==> src/rtl/pipe_pkg.sv <==
// rtl/pipe_pkg.sv - shared width, latency and word type for the pipe datapath
package pipe_pkg;

  // Default operand/result width
  localparam int PIPE_W = 10;

  // Rising edges from operand sampling to result on F
  localparam int PIPE_LAT = 3;

  typedef logic [PIPE_W-1:0] word_t;

endpackage : pipe_pkg

==> src/rtl/pipe_reg.sv <==
// rtl/pipe_reg.sv - plain W-bit register with synchronous active-high clear
module pipe_reg #(
  parameter int W = 10
) (
  input  logic         clk,
  input  logic         rst,
  input  logic [W-1:0] d_i,
  output logic [W-1:0] q_o
);

  // Load every edge; rst forces the stored value to zero
  always_ff @(posedge clk) begin
    if (rst) begin
      q_o <= '0;
    end else begin
      q_o <= d_i;
    end
  end

endmodule : pipe_reg

==> src/rtl/pipe.sv <==
// rtl/pipe.sv - 3-stage pipelined F = ((A+B)+(C-D))*D; optional valid chain under PIPE_VALID_EN
module pipe
  import pipe_pkg::*;
#(
  parameter int N = PIPE_W
) (
  input  logic         clk,
  input  logic         rst,
`ifdef PIPE_VALID_EN
  input  logic         in_valid,
`endif
  input  logic [N-1:0] A,
  input  logic [N-1:0] B,
  input  logic [N-1:0] C,
  input  logic [N-1:0] D,
`ifdef PIPE_VALID_EN
  output logic         out_valid,
`endif
  output logic [N-1:0] F
);

  logic [N-1:0] x1_d, x1_q;
  logic [N-1:0] x2_d, x2_q;
  logic [N-1:0] d1_q;
  logic [N-1:0] x3_d, x3_q;
  logic [N-1:0] d2_q;
  logic [N-1:0] f_d, f_q;

  // All arithmetic is modulo 2^N: results are assigned into N-bit nets,
  // so carries and the upper half of the product are simply dropped.
  assign x1_d = A + B;
  assign x2_d = C - D;
  assign x3_d = x1_q + x2_q;
  assign f_d  = x3_q * d2_q;

  // Stage 1: operand sums/differences and the multiplier copy
  pipe_reg #(.W(N)) u_x1 (.clk(clk), .rst(rst), .d_i(x1_d), .q_o(x1_q));
  pipe_reg #(.W(N)) u_x2 (.clk(clk), .rst(rst), .d_i(x2_d), .q_o(x2_q));
  pipe_reg #(.W(N)) u_d1 (.clk(clk), .rst(rst), .d_i(D),    .q_o(d1_q));

  // Stage 2: combine the two partial terms, carry the multiplier along
  pipe_reg #(.W(N)) u_x3 (.clk(clk), .rst(rst), .d_i(x3_d), .q_o(x3_q));
  pipe_reg #(.W(N)) u_d2 (.clk(clk), .rst(rst), .d_i(d1_q), .q_o(d2_q));

  // Stage 3: truncated product is the registered result
  pipe_reg #(.W(N)) u_f  (.clk(clk), .rst(rst), .d_i(f_d),  .q_o(f_q));

  assign F = f_q;

`ifdef PIPE_VALID_EN
  logic v1_q, v2_q, v3_q;

  // Valid bits ride alongside the data; data registers ignore them
  pipe_reg #(.W(1)) u_v1 (.clk(clk), .rst(rst), .d_i(in_valid), .q_o(v1_q));
  pipe_reg #(.W(1)) u_v2 (.clk(clk), .rst(rst), .d_i(v1_q),     .q_o(v2_q));
  pipe_reg #(.W(1)) u_v3 (.clk(clk), .rst(rst), .d_i(v2_q),     .q_o(v3_q));

  assign out_valid = v3_q;
`endif

endmodule : pipe

==> config.mk <==
export PLATFORM = sky130hd
export DESIGN_NAME = pipe
export DESIGN_NICKNAME = d
export VERILOG_FILES = /design/src/rtl/pipe_pkg.sv /design/src/rtl/pipe_reg.sv /design/src/rtl/pipe.sv
export SDC_FILE = /design/constraint.sdc
export NUM_CORES = 1
export LEC_CHECK = 0
export BUFFER_PORTS_ARGS = -buffer_cell sky130_fd_sc_hd__buf_2
export CORE_MARGIN = 2
export CORE_UTILIZATION = 45
export CTS_CLUSTER_SIZE = 16
export DETAILED_ROUTE_END_ITERATION = 7
export HOLD_SLACK_MARGIN = 0.06
export SLEW_MARGIN = 20
export SYNTH_ARGS = -nofsm -noshare
export SYNTH_HDL_FRONTEND = slang
export SYNTH_SLANG_ARGS = --single-unit
export TNS_END_PERCENT = 20
==> constraint.sdc <==
create_clock -name clk -period 10.2 [get_ports clk]
set_clock_uncertainty 0.1 [all_clocks]
set_input_delay 2.04 -clock clk [delete_from_list [all_inputs] [get_ports clk]]
set_output_delay 2.04 -clock clk [all_outputs]
set_load 0.01 [all_outputs]
==> results of run 1 <==
==> layout by cell type, fill, tap and decap left out, drive strengths merged, types with 2 or more instances in the layout <==
cell,instances
inv,57
dfxtp,60
xnor2,21
buf,51
a21boi,3
and2,19
ha,51
nor2,33
nor3,18
o211ai,2
fa,25
a21o,5
nor2b,26
nand2b,4
clkinv,5
clkbuf,9
o21ai,13
mux2,2
o21a,15
or3,2
nand2,45
nand3,3
a21oi,17
a31oi,2
xor2,10
o21bai,2
==> report_power, final <==
part / switching (mW) / total, mW / leakage, nW / internal [mW]
logic: 0.0767 / 0.146 / 1.69 / 0.0692
clock network: 0.102 / 0.216 / 0.104 / 0.114
registers: 0.0196 / 0.278 / 0.497 / 0.258
==> registers in the layout (all words and copies together), names as in the netlist <==
register / count
u_x3.q_o: 10
u_f.q_o: 10
u_d2.q_o: 10
u_x1.q_o: 10
u_d1.q_o: 10
u_x2.q_o: 10
==> logic make-up after synthesis <==
logic type               after synthesis  synth area share [%]
AND/OR/NAND/NOR                      156                 18.84
adder cells (fa/ha/maj)               76                 27.83
buffers and inverters                 66                 6.361
AO/OA/AOI/OAI                         62                 9.511
flip-flops                            60                 29.36
XOR/XNOR                              32                 7.553
multiplexers                           2                0.5504
==> layer usage <==
layer,wire length (µm),vias to the layer above,global-route usage [%]
met5,0,-,0
met1,3567,1362,21.32
met4,108,0,5.901
met3,286,12,3.092
met2,3910,60,29.73
li1,-,1570,-
==> area by class of cell <==
class | instances | share of cell area (%)
clock buffers | 9 | 2.674
clock inverters | 7 | 1.620
inverters | 56 | 4.537
multi-input cells | 328 | 56.76
flip-flops and latches | 60 | 25.92
well taps | 108 | 2.917
repair buffers | 51 | 5.563
==> worst paths after layout <==
path | to | slack, ns | from
max | u_f.q_o[9] | 5.65 | u_d2.q_o[2]
min reg2reg | u_d2.q_o[1] | 0.34 | u_d1.q_o[1]
min | u_d2.q_o[1] | 0.34 | u_d1.q_o[1]
max reg2reg | u_f.q_o[9] | 5.65 | u_d2.q_o[2]
==> per-stage QoR <==
| stage | power, mW | hold slack [ns] | cells |
|---|---|---|---|
| floorplan | 0.3887 | 0.3138 | 454 |
| global placement | 0.4266 | 0.3186 | 603 |
| detailed placement | 0.4298 | 0.3204 | 603 |
| CTS | 0.6486 | 0.3382 | 619 |
| global route | 0.6843 | 0.3572 | 619 |
| finish | 0.6400 | 0.3380 | 619 |
==> worst register-to-register path, stage by stage, from the launching register on <==
cell and delay, ns:
dfxtp_1 0.51, nand2_1 0.13, fa_1 0.51, inv_1 0.05, fa_1 0.50, inv_1 0.05, fa_1 0.47, inv_1 0.06
fa_1 0.54, inv_1 0.06, fa_1 0.42, xor2_1 0.16, xnor2_1 0.18, xnor2_1 0.15, xnor2_1 0.14, xnor3_1 0.39
nor2_1 0.08
==> impl_metrics.ini, run 1 <==
[final_layout]
post-route-util_pct = 52.87
regArea_mm2 = 0.001201
multiInputGateArea_mm2 = 0.002630
n_antenna_cell = 0
fillers = 858
nets = 624
syn_to_final_growth_pct = 13.24
layout-drive-gt1-share_pct = 15.46
postLayoutCellArea_mm2 = 0.004633

[critical_path]
path_buf_inv = 4
end_kind = flop
required_ns = 10.38
cp.arrival_ns = 4.73
max_stage_delay_ns = 0.54
cpMaxStageDelayCell = fa_1
worst_path_dominant_cell_family = adder cells
rr_worst_depth = 16
cp.depth = 16
crit_top_cell = fa_1
worstSetupStartpointType = flop
worstPathMaxFanout = 8
crit_type = flop to flop
path_cells = nand2_1 -> fa_1 -> inv_1 -> fa_1 -> inv_1 -> fa_1 -> inv_1 -> fa_1 -> inv_1 -> fa_1 -> xor2_1 -> xnor2_1 -> xnor2_1 -> xnor2_1 -> xnor3_1 -> nor2_1

[drt]
dr.pass1.iters = 5
vias = 3004
drt-total-wl_um = 7871
post_drt_via_cell_ratio = 4.853
drtIter0Drc = 84
ant_nets = 0
drc = 0
drt-wirelength-per-cell_um = 12.72

[status]
status = complete, no violations

[job]
drv_cap = 0

[sta]
worstMarginPinSlew_ns = 0.6404
min_period_ns = 4.553
fin_crit_sh_pct = 44.64
layout_setup_ws_ns = 5.647
finalHoldViolCount = 0
finalSetupTns_ns = 0
drv_slew = 0
rsz0062_at_grt = false
fmax_ghz = 0.2196
max_slew_margin_pct = 57.31
setup_viol = 0

[cts]
root_buffer = clkbuf_8
cts_hold_buffers = 0
numCtsBuffers = 9
tritoncts = yes
worstSkewPairLatency_ns = 0.34
clock_path_buffers = 2
ctsResizeCount = 0
post-cts-setup-buffers = 0
h-tree-depth = 3
cts_sinks = 60
clk_transition_reported_paths_ns = 0.07

[synth]
syn_area_mm2 = 0.004091
async_reset_ff_share_pct = 0
ys_warn_count = 0
synth_fp_nets = 572
ys_top_cells_by_count = dfxtp_1 (60), inv_1 (56), ha_1 (51)
synth-seq-cells = 60
ys.flop_type = dfxtp_1
synthMostInstantiatedCell = dfxtp_1
synth.distinct_cells = 41
synth-edff-count = 0
syn_avg_cell_area_um2 = 9.012
ys_seq_area_share_pct = 29.36
synth_area_leaders = dfxtp_1 (29%), ha_1 (16%), fa_1 (12%)
synth_top_area_share_pct = 29.36
synth_top_cell_by_area = dfxtp_1
syn_inst = 454

[placement]
detailed_place_hpwl_um = 6211
gp_congestion = 0.9557
portBuffers = 51
placed_area_mm2 = 0.004432
post-place-ws_ns = 5.622

[min_path]
min_path_cells = 1
hold_path_class = flop to flop

[global_routing]
grtUsageTotal_pct = 17.09
grt_pass1_vias = 2912
grt_max_degree = 63
grt_remaining_overflow = 0
grt_pass1_wl_um = 13340
antenna_found_initial = 0

[floorplanning]
num_rows = 34
fp.dieH_um = 99.35
start_util_pct = 46.69
core-area_mm2 = 0.008763
ios = 52
die_area_mm2 = 0.009870
die_x_um = 99.35

[power]
p_leak_nw = 2.293
cellPowerDensity_mw_per_mm2 = 138.1
irDropWorstVdd_uv = 57.32
No activity file was read; power rests on OpenSTA's default activity.
==> run 2: changes to the inputs <==
- ABC_AREA: unset -> 1
- PLACE_DENSITY: unset -> 0.67
- clock period: 10.2 -> 3.8 ns (I/O delays scaled with it)
==> run 2 against run 1 <==
The run now ends with negative setup slack left. Combinational power rose to 3.3 times the previous value. Sequential power grew to 2.6 times the previous value. Non-clock buffer count is 31 higher. Wire length up 17%. Largest cell class unchanged. Cell count is 33% higher. Synthesized cell count up 33%. Area after synthesis up 7.6%.
==> impl_metrics.ini, run 2 <==
[sta]
finalSetupTns_ns = -0.4378
max_slew_margin_pct = 45.67
worstMarginPinSlew_ns = 0.8140
setup_viol = 3
layout_setup_ws_ns = -0.2509
min_period_ns = 4.051
fin_crit_sh_pct = 106.6
finalHoldViolCount = 0
fmax_ghz = 0.2469
drv_slew = 0
rsz0062_at_grt = true

[power]
p_sw_uw = 588.8
p_int_mw = 1.199
p_seq_share_pct = 40.6
cellPowerDensity_mw_per_mm2 = 339.3
p_leak_nw = 2.923
clkPwrFrac_pct = 32.6
switching_share_pct = 32.93
irDropWorstVdd_uv = 179.9
pwr-share-comb_pct = 26.8

[cts]
root_buffer = clkbuf_8
cts_sinks = 60
tritoncts = yes
clock_path_buffers = 2
h-tree-depth = 3
worstSkewPairLatency_ns = 0.34
clk_transition_reported_paths_ns = 0.08
numCtsBuffers = 9
cts_hold_buffers = 0
post-cts-setup-buffers = 0

[global_routing]
grtUsageTotal_pct = 18.48
antenna_found_initial = 0
grt_max_degree = 33
grt_pass1_wl_um = 15400
grt_remaining_overflow = 0
grt_pass1_vias = 3666

[floorplanning]
start_util_pct = 45.65
die_x_um = 102.9
ios = 52
num_rows = 36
die_area_mm2 = 0.01059
core-area_mm2 = 0.009639
fp.dieH_um = 102.9

[job]
drv_cap = 0

[critical_path]
worstPathMaxFanout = 4
cp.arrival_ns = 4.24
path_cells = nand2_2 -> fa_1 -> inv_1 -> fa_1 -> inv_1 -> fa_1 -> inv_1 -> fa_1 -> inv_1 -> fa_1 -> inv_2 -> ha_4 -> nand2_1 -> nor2_2 -> a21oi_2 -> nand3_1 -> nand2_1 -> nor2_1
max_stage_delay_ns = 0.54
required_ns = 3.99
crit_top_cell = fa_1
worstSetupStartpointType = flop
end_kind = flop
cpMaxStageDelayCell = fa_1
crit_type = flop to flop
path_buf_inv = 5
worst_path_dominant_cell_family = adder cells

[placement]
placed_area_mm2 = 0.005021
placed_cells = 808
post-place-ws_ns = -0.3121
portBuffers = 51
detailed_place_hpwl_um = 7458
gp_congestion = 0.9318

[final_layout]
layout_common_cells = inv_1 (130), nand2_1 (121), dfxtp_1 (54)
final_cells = 824
n_antenna_cell = 0
syn_to_final_growth_pct = 19.76
postLayoutCellArea_mm2 = 0.005270
final_common_cell = inv_1
post-route-util_pct = 54.67
layout-drive-gt1-share_pct = 18.81
nets = 804

[synth]
synth-seq-cells = 60
synth.distinct_cells = 29
synth-edff-count = 0
ys_seq_area_share_pct = 27.30
synth_top_cell_by_area = dfxtp_1
syn_avg_cell_area_um2 = 7.262
synth_top_area_share_pct = 27.30
syn_inst = 606
synth_area_leaders = dfxtp_1 (27%), ha_1 (15%), fa_1 (11%)
ys_top_cells_by_count = inv_1 (131), nand2_1 (124), dfxtp_1 (60)
syn_area_mm2 = 0.004400
synth_fp_nets = 724
ys_warn_count = 0
async_reset_ff_share_pct = 0
ys.flop_type = dfxtp_1
synthMostInstantiatedCell = inv_1

[drt]
drc = 0
drt-wirelength-per-cell_um = 11.14
drt-total-wl_um = 9177
post_drt_via_cell_ratio = 4.676
vias = 3853
dr.pass1.iters = 4
ant_nets = 0
drtIter0Drc = 103

[min_path]
hold_path_class = flop to flop

[status]
violations = negative setup slack
status = finished, violations left
## run 2: cell types whose count changed in the layout (fill, tap and decap cells not counted), sizes merged, moves of 5 or more
| cell | before | now |
|---|---|---|
| a21o | 5 | 0 |
| o21ai | 13 | 37 |
| nor2 | 33 | 49 |
| nor2b | 26 | 0 |
| xor2 | 10 | 3 |
| buf | 51 | 82 |
| inv | 57 | 133 |
| o21a | 15 | 0 |
| nor3 | 18 | 7 |
| and2 | 19 | 0 |
| nand2 | 45 | 131 |
| nand3 | 3 | 25 |
| xnor2 | 21 | 1 |
| a21oi | 17 | 54 |
## run 2: metrics by stage
step	power, mW	hold WS (ns)
2_1_floorplan	1.048	0.2787
3_3_place_gp	1.198	0.2878
3_5_place_dp	1.210	0.2908
4_1_cts	1.797	0.2888
5_1_grt	1.908	0.3080
6_report	1.788	0.2876
## run 2: worst register-to-register path: stages, from the launching register on
cell and delay, ns:
dfxtp_4 0.37, nand2_2 0.06, fa_1 0.54, inv_1 0.05, fa_1 0.48, inv_1 0.05, fa_1 0.47, inv_1 0.05
fa_1 0.47, inv_1 0.05, fa_1 0.49, inv_2 0.05, ha_4 0.27, nand2_1 0.09, nor2_2 0.11, a21oi_2 0.07
nand3_1 0.07, nand2_1 0.05, nor2_1 0.12
## run 2: power groups by stage
| stage | combinational [mW] | clock, mW | sequential (mW) |
|---|---|---|---|
| floorplan | 0.313 | 0 | 0.735 |
| global placement | 0.459 | 0 | 0.739 |
| detailed placement | 0.469 | 0 | 0.741 |
| CTS | 0.476 | 0.594 | 0.727 |
| global route | 0.549 | 0.626 | 0.733 |
| finish | 0.479 | 0.583 | 0.726 |
## run 2: area by class of cell
| type | count | area, µm² |
|---|---|---|
| Sequential cell | 60 | 1214 |
| Multi-Input combinational cell | 399 | 2700 |
| Inverter | 134 | 503.0 |
| Clock inverter | 7 | 75.07 |
| Fill cell | 949 | 4369 |
| Timing Repair Buffer | 82 | 488.0 |
| Clock buffer | 9 | 123.9 |
| Tap cell | 133 | 166.4 |
## run 2: repair_timing
action / 4_1_cts / 5_1_grt
endpoints found under the setup margin: 4 / 4
gates resized for setup: 5 / 7
pin swaps: 4 / 6
## run 2: kinds of logic (layout without fill, tap and decap cells)
kind of cell	Yosys count	count (layout)	share of synthesized area, %
XOR/XNOR	4	4	0.7963
flip-flops	60	60	27.30
adder cells (fa/ha/maj)	76	76	25.87
buffers and inverters	147	232	13.14
AO/OA/AOI/OAI	101	101	12.31
AND/OR/NAND/NOR	218	218	20.59
## run 2: final timing paths
| kind | start | to | slack, ns | cells past startpoint |
|---|---|---|---|---|
| setup / recovery | u_d2.q_o[3] | u_f.q_o[9] | -0.25 | 18 |
| hold / removal | u_d1.q_o[1] | u_d2.q_o[1] | 0.29 | 2 |
| setup reg to reg | u_d2.q_o[3] | u_f.q_o[9] | -0.25 | 18 |
| hold reg to reg | u_d1.q_o[1] | u_d2.q_o[1] | 0.29 | 2 |
## run 2: routing by layer
layer  vias to the layer above  GRT usage [%]  part of all wire, %
li1                       2044              -                    -
met1                      1728          21.97                   46
met2                        69          33.47                   49
met3                        12          3.458                  3.2
met4                         0          6.073                  1.6
met5                         -              0                    0
